===== src/rtl/db_lookup_client.sv =====
// Lookup client: forwards parser lookups to the database and matches in-order
// responses back to caller tags, retiring the oldest request on timeout.
module db_lookup_client #(
  parameter int KEY_SIZE  = 96,
  parameter int FLAG_SIZE = 4,
  parameter int TAG_SIZE  = 8,
  parameter int DEPTH     = 8,
  parameter int TIMEOUT   = 64
) (
  input  logic                 clk,
  input  logic                 rst,
  input  logic                 req_valid,
  output logic                 req_ready,
  input  logic [KEY_SIZE-1:0]  req_key,
  input  logic [FLAG_SIZE-1:0] req_flag,
  input  logic [TAG_SIZE-1:0]  req_tag,
  output logic                 db_valid,
  output logic [KEY_SIZE-1:0]  db_key,
  output logic [FLAG_SIZE-1:0] db_flag,
  input  logic                 db_rsp_valid,
  input  logic [FLAG_SIZE-1:0] db_rsp_flag,
  output logic                 res_valid,
  output logic [TAG_SIZE-1:0]  res_tag,
  output logic [FLAG_SIZE-1:0] res_flag,
  output logic                 res_timeout,
  output logic [15:0]          stray_cnt
);

  localparam int PTR_W = $clog2(DEPTH);
  localparam int CNT_W = PTR_W + 1;
  localparam int AGE_W = $clog2(TIMEOUT) + 1;

  typedef enum logic [1:0] {EMPTY, BUSY, FULL} state_t;

  state_t               state;
  logic [CNT_W-1:0]     count;
  logic [CNT_W-1:0]     count_next;
  logic [PTR_W-1:0]     wr_ptr;
  logic [PTR_W-1:0]     rd_ptr;
  logic [AGE_W-1:0]     age;
  logic [TAG_SIZE-1:0]  tag_mem [DEPTH];

  logic not_empty;
  logic push;
  logic rsp_pop;
  logic timeout_pop;
  logic pop;

  assign not_empty   = (state != EMPTY);
  assign req_ready   = !rst && (state != FULL);
  assign push        = req_valid && req_ready;
  assign rsp_pop     = db_rsp_valid && not_empty;
  // A response in the timeout cycle retires the head normally instead.
  assign timeout_pop = !db_rsp_valid && not_empty && (age == AGE_W'(TIMEOUT - 1));
  assign pop         = rsp_pop || timeout_pop;

  always_comb begin
    count_next = count;
    if (push && !pop)
      count_next = count + CNT_W'(1);
    else if (pop && !push)
      count_next = count - CNT_W'(1);
  end

  always_ff @(posedge clk) begin
    if (rst) begin
      state <= EMPTY;
      count <= '0;
    end else begin
      count <= count_next;
      case (state)
        EMPTY:   if (push) state <= BUSY;
        BUSY: begin
          if (count_next == '0)
            state <= EMPTY;
          else if (count_next == CNT_W'(DEPTH))
            state <= FULL;
        end
        FULL:    if (pop && !push) state <= BUSY;
        default: state <= EMPTY;
      endcase
    end
  end

  always_ff @(posedge clk) begin
    if (push)
      tag_mem[wr_ptr] <= req_tag;
  end

  // Power-of-two depth lets the pointers wrap on their own.
  always_ff @(posedge clk) begin
    if (rst) begin
      wr_ptr <= '0;
      rd_ptr <= '0;
    end else begin
      if (push) wr_ptr <= wr_ptr + PTR_W'(1);
      if (pop)  rd_ptr <= rd_ptr + PTR_W'(1);
    end
  end

  always_ff @(posedge clk) begin
    if (rst || pop || !not_empty)
      age <= '0;
    else
      age <= age + AGE_W'(1);
  end

  always_ff @(posedge clk) begin
    if (rst) begin
      db_valid    <= 1'b0;
      db_key      <= '0;
      db_flag     <= '0;
      res_valid   <= 1'b0;
      res_tag     <= '0;
      res_flag    <= '0;
      res_timeout <= 1'b0;
      stray_cnt   <= '0;
    end else begin
      db_valid  <= push;
      res_valid <= pop;
      if (push) begin
        db_key  <= req_key;
        db_flag <= req_flag;
      end
      if (pop) begin
        res_tag     <= tag_mem[rd_ptr];
        res_flag    <= rsp_pop ? db_rsp_flag : '0;
        res_timeout <= timeout_pop;
      end
      if (db_rsp_valid && !not_empty && stray_cnt != 16'hFFFF)
        stray_cnt <= stray_cnt + 16'd1;
    end
  end

endmodule


===== config.mk =====
export PLATFORM = sky130hd
export DESIGN_NAME = db_lookup_client
export DESIGN_NICKNAME = d
export VERILOG_FILES = /design/src/rtl/db_lookup_client.sv
export SDC_FILE = /design/constraint.sdc
export NUM_CORES = 1
export LEC_CHECK = 0
export ABC_AREA = 1
export CAP_MARGIN = 20
export CORE_MARGIN = 10
export CORE_UTILIZATION = 30
export CTS_CLUSTER_SIZE = 8
export DETAILED_ROUTE_END_ITERATION = 16
export PLACE_DENSITY = 0.55
export REMOVE_ABC_BUFFERS = 1
export SLEW_MARGIN = 20
export SYNTH_ARGS = -nofsm -noshare
export SYNTH_HDL_FRONTEND = slang
export SYNTH_SLANG_ARGS = --single-unit

===== constraint.sdc =====
create_clock -name clk -period 4.3 [get_ports clk]
set_clock_uncertainty 0.1 [all_clocks]
set_input_delay 0.86 -clock clk [delete_from_list [all_inputs] [get_ports clk]]
set_output_delay 0.86 -clock clk [all_outputs]
set_load 0.005 [all_outputs]

==> impl_metrics.toml <==
[synth]
synth-main-ff-cell = "dfxtp_1"
syn-cell-area_sq_um = 8110
synth.distinct_cells = 37
synthArstFlopShare_pct = 0
synth_seq_cells = 214
synth_top_area_share_pct = 37.0
synth_warnings = 0
synth_area_leaders = "dfxtp_1, edfxtp_1, nand2_1, o21ai_0, nor2_1"
syn_area_per_cell_sq_um = 8.91
seq_area_frac_synth_pct = 60.7
synth_edf_count = 64
synth_top_area_cell = "dfxtp_1"
synthCells = 910

[placement]
io_buffer_count = 247
gp_congestion = 0.750
hpwl_um = 16500
place_inst = 1460

[route]
antenna_left = 0
vias_per_cell = 4.52
wire_per_inst_um = 16.0
first_pass_iters = 7
vias = 6791
drc = 0
drt-initial-drc-count = 380
wl_um = 24100

[timing]
finalSetupViolations = 0
post-route-period-util_pct = 70.2
final-max-slew-violation-count = 0
rsz0062_at_grt = "no"
slew_headroom_pct = 39.6
tightestPinTransition_ns = 0.903
max_freq_mhz = 331
fin_crit_ns = 3.02
finalHoldViolations = 0

[grt]
first_global_vias = 6640
grt_busiest_layer = "met2"
grt_pass1_wl_um = 37100
grtUsageMet1_pct = 16.0
grt_use_met3_pct = 7.60
grt-ovfl-total = 0
gr-usage-met2_pct = 21.3
grt_max_degree = 205
track_usage_pct = 13.7
antenna_found_initial = 1

[clock_network]
cts-resized-gates = 0
cts_tree = "built"
clk_latency_ns = 0.53
postCtsHoldBufs = 0
h-tree-depth = 1
clock-sinks = 214
root_buffer = "clkbuf_16"
post_cts_buffers = 0
cts_made_buffers = 30
cts_buffer_depth = 3
clkTransAtPathRegs_ns = 0.05

[finish]
multiInputGateArea_sq_um = 2850
num-fill-cells = 2612
nets = 1273
diodes = 0
drive_above_1_share_pct = 5.60
syn_to_final_growth_pct = 44.3
regArea_sq_um = 4920
final_util_pct = 43.7
fin_cells = 1502

[power_and_ir_drop]
ir_drop_mv = 0.271
power_density_nw_per_um2 = 482
p_leak_nw = 4.22

[worst_setup_path]
setup.worst_path.end_class = "output pin"
crit_type = "input port to output pin"
cp_max_fo = 2
cp_slowest_cell = "clkdlybuf4s50_1"
crit_top_cell = "clkdlybuf4s50_1"
critical_path.startpoint_type = "input port"
path_buf_inv = 4
slowest_delay_ns = 0.50
arrival_ns = 2.06
crit_family = "buffers and inverters"
crit_chain = "clkdlybuf4s50_1, clkinv_2, nand2_2, inv_1, clkdlybuf4s50_1"
required_ns = 3.34

[die]
start_util_pct = 30.3
ios = 248
fp.coreArea_sq_um = 26800
die_h_um = 184
dieArea_sq_um = 34000
fp.dieW_um = 184
rows = 60

[status]
status = "complete, no violations"

[min_path]
hp-class = "register to register"

[run]
maxCapViolCount = 0
## per-stage QoR
stage               power (W)  setup WS (ns)  TNS, ns  instance area (sq um)  hold WS, ns
detailed placement    0.00363           1.11        0                  10900        0.343
global route          0.00596           1.21        0                  11700        0.384
floorplan             0.00296         -0.126    -5.77                   7920        0.318
global placement      0.00363           1.12        0                  10900        0.337
finish                0.00564           1.28        0                  11700        0.344
CTS                   0.00574           1.26        0                  11700        0.350
## state kept, by name, summed over array words and instances (netlist names)
signal       flops
age              7
count            4
db_flag          4
db_key          96
db_valid         1
rd_ptr           3
res_flag         4
res_tag          8
res_timeout      1
res_valid        1
state            2
stray_cnt       16
tag_mem         64
wr_ptr           3
## final cells by class
cell class                 count  share of cell area [%]
timing repair buffer         256                    21.8
clock buffer                  41                    6.77
multi-input combinational    612                    24.4
tap                          341                    3.64
inverter                      37                    1.22
clock inverter                 1                   0.139
sequential                   214                    42.1
## cell usage after synthesis (8+ instances only)
| cell | instances |
|---|---|
| a21oi_1 | 21 |
| nand2_1 | 285 |
| clkbuf_1 | 31 |
| buf_2 | 14 |
| edfxtp_1 | 64 |
| nor2_1 | 68 |
| o22ai_1 | 17 |
| inv_1 | 28 |
| nand3_1 | 19 |
| o21ai_0 | 149 |
| a22o_1 | 8 |
| dfxtp_1 | 150 |
## where the power goes
| part | internal [W] | total (W) | switching (W) |
|---|---|---|---|
| logic | 0.000582 | 0.00116 | 0.000573 |
| registers | 0.00230 | 0.00243 | 0.000128 |
| clock network | 0.00125 | 0.00206 | 0.000812 |
## per-layer routing
| metal | share of wire [%] | routed length (um) |
|---|---|---|
| met5 | 0.029 | 7 |
| met4 | 2.0 | 483 |
| met3 | 12 | 3000 |
| met2 | 44 | 10700 |
| met1 | 41 | 9900 |
## final timing paths
path,from,endpoint,slack (ns),depth (start not counted)
max,rst,req_ready,1.28,5
max reg2reg,state[0],state[1],1.98,14
min,age[0],age[0],0.34,1
min reg2reg,age[0],age[0],0.34,1
## cells by family (layout without fill, tap and decap cells)
group | after synthesis | count (layout) | share of synthesized area (%)
adders and majority gates | 6 | 6 | 0.925
buffers and inverters | 84 | 335 | 4.13
AOI/OAI and AO/OA | 198 | 198 | 12.9
and+or+nand+nor | 403 | 403 | 20.8
xor gates and xnor gates | 5 | 5 | 0.540
DFF | 214 | 214 | 60.7
## layout by cell type (no fill, tap or decap), drive strengths merged
cell           count
nand2            290
clkdlybuf4s50    247
dfxtp            150
o21ai            150
nor2              75
edfxtp            64
clkbuf            41
inv               34
nand3             22
a21oi             21
o22ai             17
buf                9
a22o               8
nor3               8
ha                 6
clkinv             4
nor3b              3
xor2               3
nand4              2
xnor2              2
o21a               1
or2                1
and3               1
nand3b             1
o31ai              1
## worst register-to-register path, delay by kind of cell, from the launching register on
kind	cells	cell delay (ns)
DFF	1	0.38
buffers and inverters	2	0.52
and+or+nand+nor	12	1.23
Power figures use the tool's default switching activity.
